File: config.mk
export PLATFORM = sky130hd
export DESIGN_NAME = pc_exc_ctrl
export DESIGN_NICKNAME = d
export VERILOG_FILES = /design/src/rtl/pc_exc_ctrl.sv
export SDC_FILE = /design/constraint.sdc
export NUM_CORES = 1
export LEC_CHECK = 0
export ABC_AREA = 0
export CAP_MARGIN = 10
export CORE_ASPECT_RATIO = 0.6
export CORE_MARGIN = 8
export CORE_UTILIZATION = 35
export CTS_CLUSTER_DIAMETER = 50
export DETAILED_ROUTE_END_ITERATION = 8
export PLACE_DENSITY_LB_ADDON = 0.08
export SKIP_CTS_REPAIR_TIMING = 1
export SLEW_MARGIN = 20
export SYNTH_ARGS = -nofsm -noshare
export SYNTH_HDL_FRONTEND = slang
export SYNTH_SLANG_ARGS = --single-unit
File: constraint.sdc
create_clock -name clk -period 3.6 [get_ports clk]
set_input_delay 1.08 -clock clk [delete_from_list [all_inputs] [get_ports clk]]
set_output_delay 1.08 -clock clk [all_outputs]
set_load 0.1 [all_outputs]
File: src/rtl/pc_exc_ctrl.sv
// PC / EPC holder with exception-entry sequencer (vector fetch, handler load).
// Optional PC_ALIGN_CHECK_EN raises cause 0 on misaligned committed PC writes.
module pc_exc_ctrl #(
  parameter logic [31:0] RESET_PC     = 32'h0000_0000,
  parameter logic [31:0] EXC_VEC_BASE = 32'd252,
  parameter logic [31:0] EPC_OFFSET   = 32'd4
) (
  input  logic        clk,
  input  logic        reset,
  input  logic [31:0] pc_next,
  input  logic        pc_write,
  input  logic        pc_write_cond,
  input  logic [1:0]  branch_type,
  input  logic        alu_zero,
  input  logic        alu_gt,
  input  logic        exc_opcode,
  input  logic        exc_overflow,
  input  logic        exc_div0,
  input  logic [7:0]  mem_rdata,
  input  logic        mem_valid,
  output logic [31:0] pc,
  output logic [31:0] epc,
  output logic [1:0]  exc_cause,
  output logic        busy,
  output logic        exc_mem_req,
  output logic [31:0] exc_mem_addr,
  output logic        exc_taken
);

  typedef enum logic [1:0] {
    IDLE = 2'd0,
    REQ  = 2'd1,
    LOAD = 2'd2
  } state_t;

  state_t      state_q;
  state_t      state_d;
  logic [31:0] pc_d;
  logic [31:0] epc_d;
  logic [1:0]  cause_d;
  logic        busy_d;
  logic        req_d;
  logic [31:0] addr_d;
  logic        taken_d;

  logic        br_ok;
  logic        wr_acc;
  logic        exc_any;
  logic        misalign;
  logic [1:0]  cause_in;

  always_comb begin
    br_ok = 1'b0;
    unique case (branch_type)
      2'b00: br_ok = alu_zero;
      2'b01: br_ok = !alu_zero;
      2'b10: br_ok = !alu_gt;
      2'b11: br_ok = alu_gt;
    endcase
  end

  // Several causes may be raised together; the lowest code wins.
  always_comb begin
    cause_in = 2'd0;
    priority case (1'b1)
      exc_opcode:   cause_in = 2'd1;
      exc_overflow: cause_in = 2'd2;
      exc_div0:     cause_in = 2'd3;
      default:      cause_in = 2'd0;
    endcase
  end

  assign exc_any = exc_opcode | exc_overflow | exc_div0;
  assign wr_acc  = pc_write | (pc_write_cond & br_ok);

`ifdef PC_ALIGN_CHECK_EN
  assign misalign = wr_acc & (pc_next[1:0] != 2'b00);
`else
  assign misalign = 1'b0;
`endif

  always_ff @(posedge clk) begin
    if (!reset) begin
      state_q      <= IDLE;
      pc           <= RESET_PC;
      epc          <= 32'd0;
      exc_cause    <= 2'd0;
      busy         <= 1'b0;
      exc_mem_req  <= 1'b0;
      exc_mem_addr <= 32'd0;
      exc_taken    <= 1'b0;
    end else begin
      state_q      <= state_d;
      pc           <= pc_d;
      epc          <= epc_d;
      exc_cause    <= cause_d;
      busy         <= busy_d;
      exc_mem_req  <= req_d;
      exc_mem_addr <= addr_d;
      exc_taken    <= taken_d;
    end
  end

  always_comb begin
    state_d = state_q;
    unique case (state_q)
      IDLE: if (exc_any || misalign) state_d = REQ;
      REQ:  if (mem_valid) state_d = LOAD;
      LOAD: state_d = IDLE;
      default: state_d = IDLE;
    endcase
  end

  // Registered outputs are computed from the state being entered.
  always_comb begin
    pc_d    = pc;
    epc_d   = epc;
    cause_d = exc_cause;
    busy_d  = 1'b0;
    req_d   = 1'b0;
    addr_d  = 32'd0;
    taken_d = 1'b0;
    unique case (state_q)
      IDLE: begin
        if (exc_any) begin
          cause_d = cause_in;
          epc_d   = pc - EPC_OFFSET;
        end else if (misalign) begin
          cause_d = 2'd0;
          epc_d   = pc_next;
        end else if (wr_acc) begin
          pc_d = pc_next;
        end
      end
      REQ: if (mem_valid) pc_d = {24'b0, mem_rdata};
      default: ;
    endcase
    unique case (state_d)
      REQ: begin
        busy_d = 1'b1;
        req_d  = 1'b1;
        addr_d = EXC_VEC_BASE + {30'b0, cause_d};
      end
      LOAD: begin
        busy_d  = 1'b1;
        taken_d = 1'b1;
      end
      default: ;
    endcase
  end

endmodule

* After elaboration in Yosys (flattened, before gate mapping) *
Index checks and enable logic that the tools add are counted.

operators by class
  $add $sub $neg = 2
  equality and inequality tests = 9
  muxes and demuxes = 16
  bitwise operators = 4
  reduce and logical (&&, ||, !) cells = 9

operators with widths
  kind                                                                    number
  32-bit 2-to-1 mux                                                       3
  32-bit case mux with 2 select lines                                     1
  32-bit by 3-bit subtractor with 32-bit output (second input constant)   1
  2-bit 2-to-1 mux                                                        7
  8-bit by 2-bit adder with 9-bit output (first input constant)           1
  2-bit by 1-bit equality test with 1-bit output (second input constant)  3
  2-bit equality test (second input constant)                             3
  2-bit inequality test (second input constant)                           3
  2-bit logical NOT                                                       2
  1-bit case mux with 4 select lines                                      1
  2-bit case mux with 2 select lines                                      1
  2-bit AND reduction                                                     2
  4-bit AND reduction                                                     1
  1-bit 2-to-1 mux                                                        3
  1-bit bitwise OR                                                        3
  1-bit logical NOT                                                       2
  2-bit nonzero test                                                      1
  2-bit OR reduction                                                      1
  1-bit bitwise AND                                                       1

word-level totals
  register bits after elaboration = 103
  output and inout bits = 101
  word-level logic and storage cells = 48

* Logic depth before layout (Yosys ltp) *
Gate-level depths: netlist of run 1.

  word-level depth = 7
  gate-level depth with buffers = 7

* Worst setup path before layout of run 1 *
Ideal clock, no wire load.

  path type = input-to-reg
  start = input port alu_gt
  end = register pc[11]
  library setup time = 0.063 ns
  arrival time = 2.489 ns
  required time = 3.537 ns
  path slack = 1.048 ns
  stages = 6
  cell sequence = and2_1 -> or4b_1 -> nand2_1 -> o2111a_1 -> clkbuf_1 -> a22o_1

on the way
  word-level cells in the longest chain between the ends = 6

RTL lines
  element                               RTL line  source
  start: declaration                    15        input logic alu_gt,
  1-bit logical NOT                     57        2'b10: br_ok = !alu_gt;
  1-bit case mux with 4 select lines *  54        unique case (branch_type)
  1-bit bitwise AND *                   74        assign wr_acc = pc_write | (pc_write_cond & br_ok);
  1-bit bitwise OR *                    74
  2-bit inequality test (no line) *     --
  4-bit AND reduction (no line) *       --
  end signal: assignment                94        pc <= pc_d;
  end: declaration                      21        output logic [31:0] pc,

Every way passes the cells marked *; elsewhere a longest branch is shown, timed or not.
A chain may end at the register's enable or synchronous reset.

* Final worst setup path of run 1 *
  start = input port exc_opcode
  end = register pc[2]

on the way
  word-level cells in the longest chain between the ends = 4

RTL lines
  element                          RTL line  source
  start: declaration               16        input logic exc_opcode,
  1-bit bitwise OR (2 in a row)    73        assign exc_any = exc_opcode | exc_overflow | exc_div0;
  2-bit inequality test (no line)  --
  4-bit AND reduction (no line)    --

Every way passes these cells.

==> flow_metrics.tcl, run 1 <==
set metrics [dict create \
    run_status "complete, no violations" \
    rsz0062_at_grt "false" \
    finalSetupViolCount 0 \
    layout-drive-gt1-share 0.242 \
    worst_slew_pin_slew_ns 0.730 \
    die_h_um 92.5 \
    fmax_mhz 347 \
    rows 28 \
    drt_wl_total_um 10400 \
    worst-setup-path-type "input port to register" \
    tns_ns 0 \
    dr.pass1.iters 4 \
    min_period_over_period 0.802 \
    clk_path_buf_depth 2 \
    post-synth-top-count-cell "dfxtp_1" \
    synth_top_area_frac 0.434 \
    synth_ff_type "dfxtp_1" \
    dieArea_um2 13300 \
    start_util 0.353 \
    drt_iter0_markers 137 \
    crit_arrival_ns 3.11 \
    cts_root_buf "clkbuf_16" \
    vias 2994 \
    io_buffers 128 \
    crit_required_ns 3.83 \
    netlist_area_um2 3420 \
    drv_slew 0 \
    fillers 932 \
    finalClockSkew_ns 0.00567 \
    min_period_ns 2.89 \
    ys_seq_area_frac 0.434 \
    clock_latency_ns 0.33 \
    gp_congestion 0.757 \
    power.density_nw_per_um2 682 \
    syn_inst 363 \
    cts.reportedPaths.clkPinSlew_ns 0.06 \
    grt_first_pass_wirelength_um 16100 \
    ys_seq_elements 74 \
    wl_per_cell_um 16.8 \
    slew_headroom 0.509 \
    cts.htree.levels 3 \
    core_um2 9670 \
    clkSinkCount 74 \
    crit_path_end_kind "register" \
    diodes 0 \
    multi_input_area_um2 1680 \
    ys_top_cells_by_area "dfxtp_1 (43%), buf_4 (6.4%), a22o_1 (6.2%), xnor2_1 (5.6%), o21ai_0 (3.4%)" \
    cts_tree "done" \
    io_pins 153 \
    cp-start-kind "input port" \
    vias_per_cell 4.84 \
    hp-class "register to register" \
    grt_pass1_vias 2838 \
    die_x_um 144 \
    nets 535 \
    worstPathMaxFanout 8 \
    drc 0 \
    leakage_nw 2.03 \
    synth_edf_count 0 \
    synth_area_per_cell_um2 9.41 \
    areaGrowthSynthToFinish_pct 39.2 \
    maxCapViolCount 0 \
    regArea_um2 1480 \
    grt.total_usage 0.157 \
    ys_top_cells_by_count "dfxtp_1 (74), buf_4 (29), nor2_1 (26), a22o_1 (24), o21ai_0 (23)" \
    async_reset_ff_frac 0 \
    synth.largest_area_cell "dfxtp_1" \
    drtAntennaViolNets 0 \
    numCtsBuffers 9 \
    power_mw 3.25 \
    ys_types 46 \
    peakVddDrop_uv 261 \
    antenna_found_initial 0 \
    grt_max_degree 61 \
    dp_hpwl_um 7720 \
    hold_violations 0 \
    yosysWarnings 0 \
    grt-ovfl-total 0 \
]
placed cells by master, fill, tap and decap left out, types with 2 or more instances in the layout:
master           netlist  final
dfxtp_1               74     74
nor3_1                 7      7
buf_4                 29     80
nor4_2                 8      8
a2111oi_0              2      2
nand3_1                3      3
nor2b_1                2      2
a21oi_2                6      6
inv_1                  8      8
o21ai_0               23     23
a221oi_1               3      3
nand2b_1               6      6
a21oi_1               21     20
nor2_1                26     26
xnor2_1               22     22
clkinv_2               0      2
nand2_1               18     18
nor4_1                 8      8
and2_1                 3      3
a22o_1                24     24
a211oi_1               6      6
clkbuf_16              0      9
xor2_1                 5      5
conb_1                 1     24
ha_1                   3      3
nor3_2                 2      2
o211ai_1               7      7
clkdlybuf4s50_1        0     51
mux2i_1                6      6
nand3b_1               2      2
or3_1                  3      3
state kept, by name, summed over array words and instances, names as in the netlist:
signal,count
exc_mem_addr,3
state_q,2
busy,1
exc_cause,2
exc_mem_req,1
epc,32
exc_taken,1
pc,32
where the power goes:
group	switching, mW	total [mW]	leakage, nW	internal [mW]
sequential	0.0797	0.988	0.608	0.909
clock	0.330	0.805	0.127	0.475
combinational	1.09	1.45	1.29	0.360
critical path: stages:
cell and delay, ns:
clkdlybuf4s50_1 0.49, nor4_1 0.28, a211o_1 0.22, inv_2 0.08
nor2_1 0.24, nand2_1 0.34, a221oi_1 0.39
through the flow:
| stage | util | worst slack (ns) | hold slack, ns | cells | instance area [um^2] |
|---|---|---|---|---|---|
| final | 0.492 | 0.714 | 0.455 | 618 | 4760 |
| after global routing | 0.492 | 0.535 | 0.483 | 618 | 4760 |
| after CTS | 0.491 | 0.408 | 0.458 | 618 | 4750 |
| after detailed placement | 0.464 | 0.0600 | 0.450 | 604 | 4490 |
| after global placement | 0.464 | 0.215 | 0.447 | 604 | 4490 |
| after floorplan | - | 1.05 | 0.601 | 386 | 3500 |
layer usage:
layer	vias up	global-route usage	routed length, um
met3	13	0.0606	809
li1	1480	-	-
met4	0	0.0496	106
met1	1397	0.220	5200
met5	-	0	0
met2	104	0.214	4250
path summary, 6_finish.rpt:
path	from	to	slack, ns	depth (start not counted)
max	exc_opcode	pc[2]	0.71	7
min	epc[1]	epc[1]	0.46	2
max reg2reg	pc[7]	epc[13]	1.14	5
min reg2reg	epc[1]	epc[1]	0.46	2
cell type report:
| class | count | area share |
|---|---|---|
| clock inverters | 3 | 0.00368 |
| clock buffers | 11 | 0.0510 |
| repair buffers | 132 | 0.238 |
| flip-flops and latches | 74 | 0.311 |
| inverters | 10 | 0.00789 |
| well taps | 135 | 0.0355 |
| multi-input cells | 253 | 0.353 |
logic make-up (layout without fill, tap and decap cells):
family | count (synthesis) | after routing | synth area share
buffers and inverters | 59 | 156 | 0.104
flip-flops | 74 | 74 | 0.434
AO/OA/AOI/OAI | 98 | 98 | 0.198
multiplexers | 6 | 6 | 0.0176
adder cells (fa/ha/maj) | 3 | 3 | 0.0110
AND/OR/NAND/NOR | 95 | 95 | 0.166
other | 1 | 24 | 0.00110
XOR/XNOR | 27 | 27 | 0.0692
(Power assumes the default switching activity.)
==> inputs of run 2 (changes only) <==
- clock period: 3.6 -> 2.5 ns (I/O delays scaled with it)
==> flow_metrics.tcl, run 2 (synthesis gave the netlist of run 1 again) <==
set metrics [dict create \
    slew_headroom 0.649 \
    startpoint "branch_type[1]" \
    hp-start "epc[0]" \
    dp_cells 622 \
    drv_slew 0 \
    clock_latency_ns 0.33 \
    antenna_found_initial 0 \
    grt_pass1_vias 3018 \
    finalSetupViolCount 0 \
    grt.total_usage 0.158 \
    regArea_um2 1480 \
    wl_per_cell_um 16.6 \
    clk_path_buf_depth 2 \
    min_period_over_period 0.884 \
    worst-setup-path-type "input port to register" \
    leakage_nw 2.18 \
    io_pins 153 \
    cts_tree "done" \
    stdcell_count 638 \
    numCtsBuffers 9 \
    setup_ws_ns 0.289 \
    min_period_ns 2.21 \
    start_util 0.353 \
    slowest_delay_ns 0.49 \
    worstPathMaxFanout 24 \
    clkSinkCount 74 \
    rsz0062_at_grt "false" \
    nets 553 \
    drt_wl_total_um 10600 \
    die_x_um 144 \
    final_cell_mix "buf_4 (96), dfxtp_1 (74), clkdlybuf4s50_1 (51)" \
    rows 28 \
    worst_r2r_startpoint "pc[2]" \
    crit_path_end_kind "register" \
    vias_per_cell 4.80 \
    dp_hpwl_um 8140 \
    drtAntennaViolNets 0 \
    maxCapViolCount 0 \
    finalClockSkew_ns 0.00439 \
    power.density_nw_per_um2 1040 \
    dr.pass1.iters 4 \
    drt_iter0_markers 153 \
    cp-start-kind "input port" \
    gp_congestion 0.753 \
    cts.reportedPaths.clkPinSlew_ns 0.06 \
    diodes 0 \
    peakVddDrop_uv 432 \
    grt-ovfl-total 0 \
    grt_first_pass_wirelength_um 16200 \
    hp-class "register to register" \
    crit_arrival_ns 2.48 \
    io_buffers 128 \
    path_cells "clkdlybuf4s50_1 > and2_1 > or4b_1 > nand2_1 > o2111a_1 > buf_12 > a22o_1" \
    reg2reg_slack_ns 0.31 \
    hold_violations 0 \
    multi_input_area_um2 1670 \
    mostFrequentLayoutCell "buf_4" \
    cts.htree.levels 3 \
    dieArea_um2 13300 \
    die_h_um 92.5 \
    cts_root_buf "clkbuf_16" \
    fmax_mhz 452 \
    core_um2 9670 \
    areaGrowthSynthToFinish_pct 47.4 \
    grt_max_degree 61 \
    drc 0 \
    fillers 927 \
    utilization 0.521 \
    vias 3062 \
    run_status "complete, no violations" \
    worst_slew_pin_slew_ns 0.525 \
    crit_required_ns 2.77 \
    largest_registers "epc x32, pc x32, exc_mem_addr x3" \
    layout-drive-gt1-share 0.274 \
    slowest_stage "or4b_1" \
    dp_slack_ns -0.0669 \
]
-- run 2: layer usage --
layer / share of wire / vias to the layer above / global-route usage
li1: - / 1522 / -
met1: 0.49 / 1423 / 0.219
met2: 0.42 / 110 / 0.225
met3: 0.080 / 7 / 0.0555
met4: 0.0076 / 0 / 0.0418
met5: 0 / - / 0
-- run 2: layout make-up --
type,instances,share of cell area
multi-input cells,253,0.332
flip-flops and latches,74,0.294
repair buffers,150,0.256
clock buffers,12,0.0529
well taps,135,0.0335
clock inverters,4,0.0239
inverters,10,0.00745
-- run 2: power breakdown --
group          internal, mW  switching (mW)
clock                  1.16           0.478
sequential             1.31           0.102
combinational         0.562            1.61
total                  3.03            2.19
-- run 2: worst paths after layout --
| check | endpoint | cells past startpoint |
|---|---|---|
| worst max register to register | epc[28] | 7 |
| worst min register to register | epc[0] | 2 |
| worst max-delay path | pc[31] | 7 |
| worst min-delay path | epc[0] | 2 |
-- run 2: per-stage QoR --
stage	power, mW	cell area, um^2	hold slack, ns	TNS [ns]
floorplan	3.14	3500	0.601	0
global placement	3.60	4650	0.450	-0.591
detailed placement	3.61	4650	0.452	-1.69
CTS	5.27	5040	0.460	0
global route	5.44	5040	0.480	0
finish	5.22	5040	0.454	0
-- run 2: worst max-delay path, delay by kind of cell --
family | cells | cell delay, ns
AO/OA/AOI/OAI | 2 | 0.39
buffers and inverters | 2 | 0.60
AND/OR/NAND/NOR | 3 | 0.73
